File: src/rtl/csr_register_bank.sv
`default_nettype none
// ============================================================================
//  Module   : csr_register_bank
//  Brief    : Responder end of the CSR strobe bus. One register slot per
//             strobe line; slots are either read/write control words or
//             write-one-to-clear sticky status words. All slots are
//             presented continuously on a registered, concatenated
//             readback bus.
//  Revision : 1.0  initial release
// ============================================================================
module csr_register_bank #(
  parameter int                                  CSR_DATA_BUS_WIDTH   = 32,
  parameter int                                  CSR_STROBE_BUS_WIDTH = 8,
  parameter logic [CSR_STROBE_BUS_WIDTH-1:0]     CTRL_MASK            = 8'h0F,
  parameter logic [CSR_STROBE_BUS_WIDTH*CSR_DATA_BUS_WIDTH-1:0] CTRL_RESET = '0
) (
  input  logic                                              clk,
  input  logic                                              rst_n,
  input  logic [CSR_STROBE_BUS_WIDTH-1:0]                   csr_stb_i,
  input  logic [CSR_DATA_BUS_WIDTH-1:0]                     csr_data_i,
  output logic [CSR_STROBE_BUS_WIDTH*CSR_DATA_BUS_WIDTH-1:0] csr_data_o,
  output logic [CSR_STROBE_BUS_WIDTH*CSR_DATA_BUS_WIDTH-1:0] ctrl_o,
  output logic [CSR_STROBE_BUS_WIDTH-1:0]                   wr_pulse_o,
  input  logic [CSR_STROBE_BUS_WIDTH*CSR_DATA_BUS_WIDTH-1:0] status_i,
  output logic [15:0]                                       err_cnt_o
);

  localparam int DW = CSR_DATA_BUS_WIDTH;
  localparam int NREG = CSR_STROBE_BUS_WIDTH;
  localparam int BUSW = NREG * DW;
  localparam logic [15:0] C_ERR_MAX = 16'hFFFF;

  // Expand the per-slot control mask into a per-bit mask over the whole bus.
  function automatic logic [BUSW-1:0] expand_mask(input logic [NREG-1:0] m);
    logic [BUSW-1:0] r;
    r = '0;
    for (int i = 0; i < NREG; i++) begin
      if (m[i]) r[i*DW +: DW] = {DW{1'b1}};
    end
    return r;
  endfunction

  localparam logic [BUSW-1:0] C_CTRL_BITS = expand_mask(CTRL_MASK);
  localparam logic [BUSW-1:0] C_RESET_VAL = CTRL_RESET & C_CTRL_BITS;

  // One flat register array: control slots hold the control word,
  // status slots hold the sticky bits.
  logic [BUSW-1:0] regs_q, regs_d;
  logic [BUSW-1:0] rdata_q, rdata_d;
  logic [NREG-1:0] stb_prev_q, stb_prev_d;
  logic [NREG-1:0] wr_pulse_q, wr_pulse_d;
  logic [15:0]     err_cnt_q, err_cnt_d;

  logic            wr_event;
  logic            wr_onehot;
  logic            wr_accept;

  // A write event is a rising edge on the strobe bus as a whole; only a
  // one-hot event is a legal write.
  always_comb begin
    wr_event  = (csr_stb_i != '0) && (stb_prev_q == '0);
    wr_onehot = $onehot(csr_stb_i);
    wr_accept = wr_event && wr_onehot;
  end

  // Next-state for slots: control writes load data, status slots accumulate
  // status_i and clear on written ones, with set taking priority.
  always_comb begin
    regs_d = regs_q;
    for (int i = 0; i < NREG; i++) begin
      if (CTRL_MASK[i]) begin
        if (wr_accept && csr_stb_i[i]) regs_d[i*DW +: DW] = csr_data_i;
      end else if (wr_accept && csr_stb_i[i]) begin
        regs_d[i*DW +: DW] = (regs_q[i*DW +: DW] & ~csr_data_i) | status_i[i*DW +: DW];
      end else begin
        regs_d[i*DW +: DW] = regs_q[i*DW +: DW] | status_i[i*DW +: DW];
      end
    end
  end

  // Strobe history, write pulses, readback pipeline and saturating error count.
  always_comb begin
    stb_prev_d = csr_stb_i;
    wr_pulse_d = wr_accept ? csr_stb_i : '0;
    rdata_d    = regs_q;
    err_cnt_d  = err_cnt_q;
    if (wr_event && !wr_onehot && (err_cnt_q != C_ERR_MAX)) begin
      err_cnt_d = err_cnt_q + 16'd1;
    end
  end

  // State registers with asynchronous active-low reset.
  always_ff @(posedge clk or negedge rst_n) begin
    if (!rst_n) begin
      regs_q     <= C_RESET_VAL;
      rdata_q    <= C_RESET_VAL;
      stb_prev_q <= '0;
      wr_pulse_q <= '0;
      err_cnt_q  <= '0;
    end else begin
      regs_q     <= regs_d;
      rdata_q    <= rdata_d;
      stb_prev_q <= stb_prev_d;
      wr_pulse_q <= wr_pulse_d;
      err_cnt_q  <= err_cnt_d;
    end
  end

  // Control view is combinational from the registers; status slots read zero.
  always_comb begin
    ctrl_o     = regs_q & C_CTRL_BITS;
    csr_data_o = rdata_q;
    wr_pulse_o = wr_pulse_q;
    err_cnt_o  = err_cnt_q;
  end

endmodule
`default_nettype wire

File: config.mk
export PLATFORM = sky130hd
export DESIGN_NAME = csr_register_bank
export DESIGN_NICKNAME = d
export VERILOG_FILES = /design/src/rtl/csr_register_bank.sv
export SDC_FILE = /design/constraint.sdc
export NUM_CORES = 1
export LEC_CHECK = 0
export BUFFER_PORTS_ARGS = -buffer_cell sky130_fd_sc_hd__buf_2
export CAP_MARGIN = 20
export CORE_AREA = 4 4 322 324
export CTS_BUF_LIST = sky130_fd_sc_hd__clkbuf_8
export DETAILED_ROUTE_END_ITERATION = 8
export DIE_AREA = 0 0 326 328
export PLACE_DENSITY = 0.38
export SETUP_SLACK_MARGIN = 0.2
export SLEW_MARGIN = 5
export SYNTH_ARGS = -nofsm -noshare
export SYNTH_HDL_FRONTEND = slang
export SYNTH_SLANG_ARGS = --single-unit
File: constraint.sdc
create_clock -name clk -period 2.61 [get_ports clk]
set_clock_uncertainty 0.2 [all_clocks]
set_input_delay 0.3915 -clock clk [delete_from_list [all_inputs] [get_ports clk]]
set_output_delay 0.3915 -clock clk [all_outputs]
set_load 0.03 [all_outputs]
==> results.sh <==
export IMPL_slew_viol_final=0
export IMPL_critPathTopFamily="adder cells"
export IMPL_antenna_found_initial=8
export IMPL_setup_worst_path_start="csr_stb_i[1]"
export IMPL_layout_drive_gt1_share_pct=49.4
export IMPL_dpl_cell_area_mm2=0.0234
export IMPL_violations="setup timing"
export IMPL_syn_to_final_growth_pct=47.4
export IMPL_clk_path_buf_depth=3
export IMPL_dpl_worst_slack_ns=-1.93
export IMPL_drc=0
export IMPL_synth_cells=1333
export IMPL_maxSlewHeadroom_pct=36.2
export IMPL_p_total_uw=18000
export IMPL_die_y_um=328
export IMPL_max_cap_violations=0
export IMPL_port_buffers=577
export IMPL_start_kind="input port"
export IMPL_grt_busiest_layer="met2"
export IMPL_hold_path_startpoint="rdata_d[228]"
export IMPL_drtPass1Iterations=4
export IMPL_dp_hpwl_mm=46.0
export IMPL_grt_setup_unrepaired="yes"
export IMPL_clkTransAtPathRegs_ns=0.06
export IMPL_vias_per_cell=3.68
export IMPL_status="complete, but fails checks"
export IMPL_core_rowCount=117
export IMPL_grt_pass1_vias=14317
export IMPL_worst_slew_pin_slew_ns=0.957
export IMPL_start_util_pct=19.4
export IMPL_cp_num_buf_inv=7
export IMPL_crit_path_frequent_cell="fa_1"
export IMPL_io_pins=834
export IMPL_root_buffer="clkbuf_8"
export IMPL_ant_nets=0
export IMPL_grt_met1_usage_pct=14.4
export IMPL_path_class="in -> reg"
export IMPL_worst_path_max_delay_cell="fa_1"
export IMPL_use_met3_pct=3.42
export IMPL_hp_class="reg -> reg"
export IMPL_cellPowerDensity_mw_per_mm2=622
export IMPL_slowest_delay_ns=0.57
export IMPL_cts_tree="built"
export IMPL_postLayoutSetupSlackWorst_ns=-1.09
export IMPL_cts_sinks=544
export IMPL_route_vias_total=13046
export IMPL_yosysSeqAreaShare_pct=69.3
export IMPL_cts_buffers=98
export IMPL_overflow=0
export IMPL_routed_wl_mm=69.8
export IMPL_vdd_drop_max_mv=0.320
export IMPL_hold_viol=0
export IMPL_power_leakage_uw=0.0136
export IMPL_fin_nets=2417
export IMPL_clk_latency_ns=0.70
export IMPL_synth_distinct_cells=37
export IMPL_die_width_um=326
export IMPL_syn_area_per_cell_um2=14.7
export IMPL_r2r_start="stb_prev_q[5]"
export IMPL_routedWlPerCell_um=19.7
export IMPL_die_area_mm2=0.107
export IMPL_first_iter_violations=530
export IMPL_synth_warnings=0
export IMPL_grt_usage_pct=12.4
export IMPL_setup_violations=280
export IMPL_core_area_mm2=0.101
export IMPL_arrival_ns=4.09
export IMPL_grtUsageMet2_pct=22.1
export IMPL_crit_required_ns=2.99
export IMPL_synth_seq_cells=544
export IMPL_grt_max_degree=64
export IMPL_cts_max_level=3
export IMPL_whs_ns=0.162
export IMPL_gp_congestion=0.740
export IMPL_timing_final_crit_period_ns=3.70
export IMPL_end_kind="register"
export IMPL_stdcell_area_mm2=0.0290
export IMPL_grt_pass1_wl_mm=97.8
export IMPL_period_share_pct=142
export IMPL_path_max_fanout=17
export IMPL_synth_cell_area_mm2=0.0197
export IMPL_worstPathCellList="buf_8 -> inv_4 -> fa_1 -> fa_1 -> fa_1 -> inv_1 -> ha_2 -> inv_2 -> fa_2 -> a211o_1 -> a21oi_2 -> nor2b_4 -> buf_6 -> buf_12 -> nand2_8 -> buf_12 -> mux2_1"
export IMPL_fmax_mhz=270
placed cells by master, fill, tap and decap left out, types with 35 or more instances in the layout:
cell / Yosys / routed
buf_4: 257 / 35
a21o_1: 128 / 128
inv_1: 19 / 45
nand3_2: 0 / 115
dlygate4sd3_1: 0 / 167
mux2_4: 0 / 91
conb_1: 1 / 128
buf_2: 1 / 573
dfrtp_1: 544 / 544
clkbuf_8: 0 / 116
layout make-up:
| class | instances | area, um2 |
|---|---|---|
| clock buffer | 116 | 1600 |
| timing repair buffer | 850 | 6290 |
| fill | 10473 | 72200 |
| clock inverter | 49 | 285 |
| multi-input combinational | 597 | 5380 |
| antenna | 6 | 15.0 |
| tap | 1368 | 1710 |
| inverter | 19 | 86.3 |
| sequential | 544 | 13600 |
through the flow:
stage / util [%] / std cells / TNS, ns
2_1_floorplan: - / 1460 / -395.18
3_3_place_gp: 23.1 / 3165 / -505.35
3_5_place_dp: 23.1 / 3165 / -505.82
4_1_cts: 27.7 / 3523 / -242.46
5_1_grt: 28.6 / 3546 / -288.55
6_report: 28.6 / 3549 / -280.76
cells in the mapped netlist (all sizes together):
| master | instances | area share [%] |
|---|---|---|
| dfrtp | 544 | 69 |
| buf | 284 | 11 |
| nand3 | 134 | 3.4 |
| mux2 | 132 | 7.6 |
| a21o | 128 | 4.9 |
| inv | 19 | 0.36 |
| clkbuf | 16 | 0.31 |
| nand2 | 12 | 0.38 |
| nor2 | 9 | 0.17 |
| xor2 | 9 | 0.40 |
| nand4 | 6 | 0.19 |
| ha | 5 | 0.32 |
| nor4 | 5 | 0.16 |
| and2 | 4 | 0.13 |
| fa | 4 | 0.41 |
| nor3 | 4 | 0.10 |
| xnor2 | 3 | 0.13 |
| or2 | 2 | 0.064 |
| or4 | 2 | 0.096 |
| a211o | 1 | 0.045 |
| a21oi | 1 | 0.025 |
| and3 | 1 | 0.032 |
| conb | 1 | 0.019 |
| nand2b | 1 | 0.032 |
| nand4b | 1 | 0.045 |
| nor2b | 1 | 0.032 |
| nor4b | 1 | 0.045 |
| o211ai | 1 | 0.038 |
| o21ai | 1 | 0.025 |
| o311ai | 1 | 0.13 |
sequential cells by signal, indices dropped and copies added (netlist names):
signal      count
err_cnt_o      16
wr_pulse_o      8
stb_prev_q      8
rdata_d       256
csr_data_o    256
report_power, final:
group	leakage (uW)	internal, uW	switching (uW)
combinational	0.00625	549	1070
sequential	0.00623	8550	79.3
clock	0.00108	4200	3570
logic make-up after synthesis:
logic type               count (synthesis)  share of synthesized area [%]
AO/OA/AOI/OAI                          133                           5.16
XOR/XNOR                                12                          0.535
adder cells (fa/ha/maj)                  9                          0.726
buffers and inverters                  319                           11.8
flip-flops                             544                           69.3
multiplexers                           132                           7.56
other                                    1                         0.0191
AND/OR/NAND/NOR                        183                           4.89
final timing paths:
kind                            slack, ns  depth (start not counted)              end
worst min register to register       0.16                          0  csr_data_o[228]
worst min-delay path                 0.16                          0  csr_data_o[228]
worst max-delay path                -1.09                         17      rdata_d[45]
worst max register to register       0.29                          9      rdata_d[45]
max in group asynchronous            0.60                          4  csr_data_o[168]
min in group asynchronous            0.64                          3   csr_data_o[46]
routing by layer:
layer / part of all wire, % / wire [um] / up-vias
met5: 0.010 / 7 / -
met4: 2.5 / 1780 / 2
met3: 6.1 / 4280 / 124
met2: 51 / 35800 / 538
met1: 40 / 27900 / 6710
li1: - / - / 5672
timing repair:
action / CTS / global route
hold endpoints to repair: 804 / 0
cloned: 12 / 8
resized for setup: 141 / 143
hold buffers: 167 / 0
pin swaps: 74 / 75
setup endpoints to repair: 280 / 280
buffers inserted: 14 / 12
Power figures use the tool's default switching activity.
